===== src/rtl/seq_player.sv =====
// seq_player: steps through LED patterns stored in a synchronous ROM.
// The ROM is addressed by {sequence, step}. Each ROM word carries an
// 8-bit pattern and a last-step flag. slow_clk rising edges advance the step.
module seq_player #(
  parameter int SEQ_W  = 3,
  parameter int STEP_W = 4,
  parameter int LED_W  = 8
) (
  input  logic                    clk_50,
  input  logic                    reset,
  input  logic                    slow_clk,
  input  logic                    run,
  input  logic [SEQ_W-1:0]        seq_num,
  output logic [SEQ_W+STEP_W-1:0] rom_addr,
  input  logic [LED_W:0]          rom_data,
  output logic [LED_W-1:0]        LEDS,
  output logic [STEP_W-1:0]       step,
  output logic                    busy
);

  typedef enum logic [1:0] {
    FETCH = 2'b00,
    LATCH = 2'b01,
    HOLD  = 2'b10
  } state_t;

  state_t           state;
  logic [SEQ_W-1:0] seq_latched;
  logic             last_flag;

  logic sync1;
  logic sync2;
  logic prev;
  logic sync_valid;
  logic armed;
  logic tick;

  // Synchronize slow_clk, keep its previous level, and arm edge detection.
  // armed is set only after the synchronizer has carried a real low level.
  // This stops a slow_clk that is already high at reset release from
  // looking like a fresh rising edge.
  // NOTE: state registers use non-blocking assignments, so every flop
  // samples values from before the edge. Blocking assignments here would
  // collapse the synchronizer chain into a single stage.
  always_ff @(posedge clk_50 or negedge reset) begin
    if (!reset) begin
      sync1      <= 1'b0;
      sync2      <= 1'b0;
      prev       <= 1'b0;
      sync_valid <= 1'b0;
      armed      <= 1'b0;
    end else begin
      sync1      <= slow_clk;
      sync2      <= sync1;
      prev       <= sync2;
      sync_valid <= 1'b1;
      if (sync_valid && !sync1) begin
        armed <= 1'b1;
      end
    end
  end

  assign tick = sync2 & ~prev & armed;

  // Player FSM. Priority order: sequence selection, then ROM fetch and
  // latch, then step advance on a tick.
  // A sequence change beats a simultaneous tick and restarts at step 0.
  // A tick that arrives while a fetch is in flight is dropped.
  always_ff @(posedge clk_50 or negedge reset) begin
    if (!reset) begin
      state       <= FETCH;
      step        <= '0;
      seq_latched <= '0;
      last_flag   <= 1'b0;
      LEDS        <= '0;
    end else if (seq_num != seq_latched) begin
      seq_latched <= seq_num;
      step        <= '0;
      state       <= FETCH;
    end else begin
      case (state)
        FETCH: state <= LATCH;
        LATCH: begin
          // The ROM word addressed during FETCH is valid in this cycle.
          LEDS      <= rom_data[LED_W-1:0];
          last_flag <= rom_data[LED_W];
          state     <= HOLD;
        end
        HOLD: begin
          if (tick && run) begin
            if (last_flag || (step == '1)) begin
              step <= '0;
            end else begin
              step <= step + 1'b1;
            end
            state <= FETCH;
          end
        end
        default: state <= FETCH;
      endcase
    end
  end

  // The ROM address comes only from registers, so seq_num has no
  // combinational path to it.
  assign rom_addr = {seq_latched, step};
  assign busy     = (state == FETCH) || (state == LATCH);

endmodule


===== config.mk =====
export PLATFORM = sky130hd
export DESIGN_NAME = seq_player
export DESIGN_NICKNAME = d
export VERILOG_FILES = /design/src/rtl/seq_player.sv
export SDC_FILE = /design/constraint.sdc
export NUM_CORES = 1
export LEC_CHECK = 0
export CAP_MARGIN = 20
export CORE_MARGIN = 4
export CORE_UTILIZATION = 43
export CTS_CLUSTER_SIZE = 12
export DETAILED_ROUTE_END_ITERATION = 8
export PLACE_DENSITY = 0.83
export SETUP_SLACK_MARGIN = 0.2
export SYNTH_ARGS = -nofsm -noshare
export SYNTH_HDL_FRONTEND = slang
export SYNTH_SLANG_ARGS = --single-unit

===== constraint.sdc =====
create_clock -name clk_50 -period 1.7 [get_ports clk_50]
set_input_delay 0.34 -clock clk_50 [delete_from_list [all_inputs] [get_ports clk_50]]
set_output_delay 0.34 -clock clk_50 [all_outputs]
set_load 0.01 [all_outputs]

# --- Word-level counts from Yosys, hierarchy flattened ---
# Index checks and enable logic that the tools add are counted.
word_totals:
  register_bits: 23
  latch_bits: 0
  ramBits: 0
  mem_bits_ro: 0
  input_bits: 16
  output_inout_bits: 20
  word_cells: 37
  memories: 0
op_classes:
  addsub: 1
  n_mul: 0
  div: 0
  magnitude_cmp: 0
  n_eq_ne: 5
  n_shift: 0
  n_mux: 7
  n_bitwise: 4
  n_reduce_logical: 10
ops:
  columns: ["operator", "count"]
  rows:
  - ["2-to-1 mux 4 bit", 4]
  - ["case mux 2 bit (3 select lines)", 1]
  - ["adder 4 x 1 -> 4 bit, second input constant", 1]
  - ["== test 4 bit, second input constant", 1]
  - ["2-to-1 mux 2 bit", 2]
  - ["AND reduction 2 bit", 2]
  - ["nonzero test 2 bit", 2]
  - ["!= test 3 bit", 1]
  - ["!= test 3 bit, second input constant", 1]
  - ["bitwise AND 1 bit", 2]
  - ["== test 2 x 1 -> 1 bit, second input constant", 1]
  - ["== test 2 bit, second input constant", 1]
  - ["logical AND 1 bit", 2]
  - ["zero test 2 bit", 1]
  - ["logical OR 1 bit", 2]
  - ["inverter 1 bit", 2]
  - ["zero test 1 bit", 1]

# --- Depth between registers and ports, before layout ---
# Gate-level depths: netlist of the first run.
depth:
  depth_word: 7
  ltp_mapped: 4
  ltp_nobuf: 4

# --- Least setup slack after synthesis of the first run ---
# Ideal clock, no wire load.
synth_timing:
  path_kind: "register to register"
  startpoint: "register seq_latched[2]"
  endpoint: "register LEDS[0]"
  setup_ps: 125
  arrival_ps: 1270
  required_time_ps: 1575
  slack_ps: 305
  stages_incl_launch_ff: 5
  path_buffers: 1
  period_less_slack_ps: 1395
  cell_sequence: "dfrtp_1 xnor2_1 and4_4 buf_6 mux2_4"
synth_between:
  elab_chain_len: 3
synth_lines:
  columns: ["item", "line", "text"]
  rows:
  - ["start, declared", "28", "logic [SEQ_W-1:0] seq_latched;"]
  - ["start signal, assigned", "77", "seq_latched <= seq_num;"]
  - ["!= test 3 bit", "76", "end else if (seq_num != seq_latched) begin"]
  - ["inverter 1 bit (no source line)", null, null]
  - ["AND reduction 2 bit (no source line)", null, null]
  - ["end signal, assigned", "85", "LEDS <= rom_data[LED_W-1:0];"]
  - ["end, declared", "16", "output logic [LED_W-1:0] LEDS,"]
# Every way passes these cells.
# A chain may end at the register's enable or synchronous reset.

# --- Worst setup path after layout of the first run ---
layout_timing:
  startpoint: "input port seq_num[2]"
  endpoint: "register LEDS[1]"
layout_between:
  elab_chain_len: 3
layout_lines:
  columns: ["item", "line", "text"]
  rows:
  - ["start, declared", "13", "input logic [SEQ_W-1:0] seq_num,"]
  - ["!= test 3 bit", "76", null]
  - ["inverter 1 bit (no source line)", null, null]
  - ["AND reduction 2 bit (no source line)", null, null]
# Every way passes these cells.

==> metrics.yaml, run 1 <==
run_status:
  status: "complete, no violations"
place:
  dp.cells: 133
  port_buffers: 35
  post_dp_cell_area_um2: 1345
  dp.final_hpwl_mm: 1.578
  gp_congestion: 0.8439
floorplanning:
  rows: 17
  core_um2: 2212
  die_x_um: 56.28
  die_y_um: 56.28
  die-area_um2: 3167
  pin_count: 36
  start_util_pct: 45.31
finish:
  layout.cells.non_filler: 145
  final_area_um2: 1458
  multi_input_area_um2: 414.1
  nets: 135
  areaGrowthSynthToFinish_pct: 45.44
  antennaDiodeCount: 0
  drive_gt1_share_pct: 25.64
  nFillCells: 191
  seq_area_um2: 578.1
  post-route-util_pct: 65.89
setup_path:
  path_cells: "clkdlybuf4s50_1, xnor2_2, and4_2, mux2_4"
  endpoint_kind: "register"
  arrival_ns: 1.69
  path_class: "in2reg"
  critPathMaxStageDelay_ns: 0.46
  worst-path-buf-inv: 1
  slowest_stage: "clkdlybuf4s50_1"
  cp-start-kind: "primary input"
  critical_path.top_delay_family: "buffers and inverters"
  critPathRequiredTime_ns: 1.92
  critPathMaxFanout: 4
sta:
  period_needed_ns: 1.476
  setup_violations: 0
  finalHoldViolations: 0
  fin_worst_skew_ns: 0.006509
  fin_crit_sh_pct: 86.82
  fmax_ghz: 0.6776
  setup_tns_ns: 0
  maxSlewViolCount: 0
  grt_setup_unrepaired: "no"
routing:
  drt-total-wl_mm: 2.327
  ant_nets: 0
  drc_errors: 0
  vias: 749
  wl_per_cell_um: 16.05
  drtIter0Drc: 11
  vias_per_cell: 5.166
  dr.pass1.iters: 4
power_and_ir_drop:
  cellLeakagePower_uw: 0.0007140
  total_power_uw: 1319
  vdd_drop_max_mv: 0.7117
  p_per_area_nw_per_um2: 905.1
global_routing:
  grt_max_degree: 24
  grt_pass1_wl_mm: 3.594
  globalRoute.totalOverflow: 0
  grt_use_total_pct: 14.54
  grt_antenna_before_repair: 0
  grt_pass1_vias: 785
clocking:
  clock-sinks: 23
  clk_pin_slew_ns: 0.13
  cts_buffers: 3
  clk_latency_ns: 0.32
  clock_path_buffers: 2
  cts_tree: "built"
  cts_root_buffer: "clkbuf_4"
  htreeDepth: 1
logic_synthesis:
  synth_top_cell_by_area: "dfrtp_1"
  synth.distinct_cells: 25
  synth_top_cell_area_share_pct: 57.43
  syn_avg_cell_area_um2: 13.19
  synth_seq_cells: 23
  netlist_top_cells_area: "dfrtp_1 (57%), mux2_4 (13%), buf_4 (3.0%)"
  seq_area_frac_synth_pct: 57.43
  syn-num-nets: 93
  synth_area_um2: 1002
  syn_inst: 76
  yosysWarnings: 0
hold_path:
  hp-class: "in2async"
job:
  max-cap-violations: 0
## state kept, by name (all words and copies together), names as in the netlist
register / count
LEDS: 8
armed: 1
last_flag: 1
prev: 1
seq_latched: 3
state: 2
step: 4
sync1: 1
sync2: 1
sync_valid: 1
## worst paths after layout
kind,from,to,slack [ns],cells after the start
max reg2reg,state[1]$_DFFE_PN0P_,LEDS[1]$_DFFE_PN0P_,0.26,4
max,seq_num[2],LEDS[1]$_DFFE_PN0P_,0.22,4
max in group asynchronous,reset,step[0]$_DFFE_PN0P_,1.11,2
min in group clk_50,sync1$_DFF_PN0_,sync2$_DFF_PN0_,0.40,0
min,reset,LEDS[4]$_DFFE_PN0P_,0.35,2
min reg2reg,sync1$_DFF_PN0_,sync2$_DFF_PN0_,0.40,0
## power by group
group / leakage, µW / total [µW] / internal, µW / switching [µW]
combinational: 0.000412 / 368 / 227 / 141
clock: 0.0000150 / 257 / 91.8 / 166
sequential: 0.000287 / 693 / 633 / 60.8
total: 0.000714 / 1320 / 952 / 368
## synthesized netlist by cell type (all sizes together)
| master | n |
|---|---|
| xnor2 | 3 |
| nor3 | 1 |
| nand4 | 3 |
| nand3 | 3 |
| a31oi | 2 |
| ha | 1 |
| o31ai | 1 |
| nand4b | 2 |
| inv | 2 |
| o21ai | 3 |
| a21oi | 4 |
| mux2 | 9 |
| dfrtp | 23 |
| nand2b | 1 |
| and4b | 2 |
| conb | 1 |
| a21o | 1 |
| nor2b | 1 |
| dlygate4sd1 | 1 |
| nor2 | 3 |
| and4 | 1 |
| clkbuf | 2 |
| buf | 5 |
| and2b | 1 |
## through the flow
step / hold slack [ns] / worst slack [ns]
global route: 0.3523 / 0.2074
global placement: 0.3547 / -0.09150
finish: 0.3520 / 0.2241
detailed placement: 0.3739 / -0.1205
CTS: 0.3578 / 0.06945
floorplan: 0.04441 / 0.3047
## area by class of cell
type | count | area share (%)
tap | 28 | 2.403
timing repair buffer | 44 | 27.21
inverter | 2 | 0.5150
clock buffer | 4 | 1.803
sequential | 23 | 39.66
multi-input combinational | 44 | 28.41
## placed cells by master (no fill, tap or decap)
cell type | synthesis | routed
dfrtp_1 | 23 | 21
nand3_1 | 3 | 3
dlygate4sd2_1 | 0 | 19
o31ai_1 | 1 | 1
inv_1 | 2 | 2
nand2b_1 | 1 | 1
a31oi_1 | 2 | 1
conb_1 | 1 | 1
ha_1 | 1 | 1
dfrtp_2 | 0 | 2
mux2_4 | 9 | 9
clkbuf_4 | 0 | 3
and4_2 | 0 | 1
a21o_1 | 1 | 1
and4_4 | 1 | 1
o21ai_0 | 3 | 3
clkdlybuf4s50_1 | 0 | 15
xnor2_2 | 0 | 3
nand4b_1 | 2 | 2
clkbuf_1 | 2 | 1
nor2b_4 | 0 | 1
dlymetal6s2s_1 | 0 | 1
nand4_1 | 3 | 3
and4b_1 | 2 | 2
nor3_1 | 1 | 1
and2b_1 | 1 | 1
buf_4 | 4 | 9
a31oi_4 | 0 | 1
nor2_1 | 3 | 3
a21oi_1 | 4 | 4
## what timing repair did
item,4_1_cts,5_1_grt
hold buffers,0,0
pin swaps,0,1
buffers inserted,6,1
gates cloned,0,1
hold endpoints to repair,0,0
setup endpoints to repair,21,13
resized for setup,23,5
## kinds of logic after synthesis
| group | Yosys count | share of synthesized area, % |
|---|---|---|
| DFF | 23 | 57.43 |
| and+or+nand+nor | 18 | 12.11 |
| AOI/OAI and AO/OA | 11 | 6.242 |
| buffers and inverters | 10 | 6.493 |
| muxes | 9 | 13.48 |
| xor gates and xnor gates | 3 | 2.622 |
| adders and majority gates | 1 | 1.248 |
| other | 1 | 0.3742 |
## routing by layer
metal  GRT usage [%]  vias up  part of all wire [%]
met5               0        -                     0
met4           5.085        0                   1.8
met3           5.977        7                   5.7
met2           23.37       25                    52
met1           17.49      369                    40
li1                -      348                     -
No activity file was read; power rests on OpenSTA's default activity.
==> inputs of run 2 (changes only) <==
--- a/config.mk
+++ b/config.mk
@@ -8,6 +8,7 @@
 export CAP_MARGIN = 20
 export CORE_MARGIN = 4
 export CORE_UTILIZATION = 43
+export CTS_CLUSTER_DIAMETER = 150
 export CTS_CLUSTER_SIZE = 12
 export DETAILED_ROUTE_END_ITERATION = 8
 export PLACE_DENSITY = 0.83
==> results of run 2 <==
The final DEF is identical to that of run 1; final timing and power are the same.
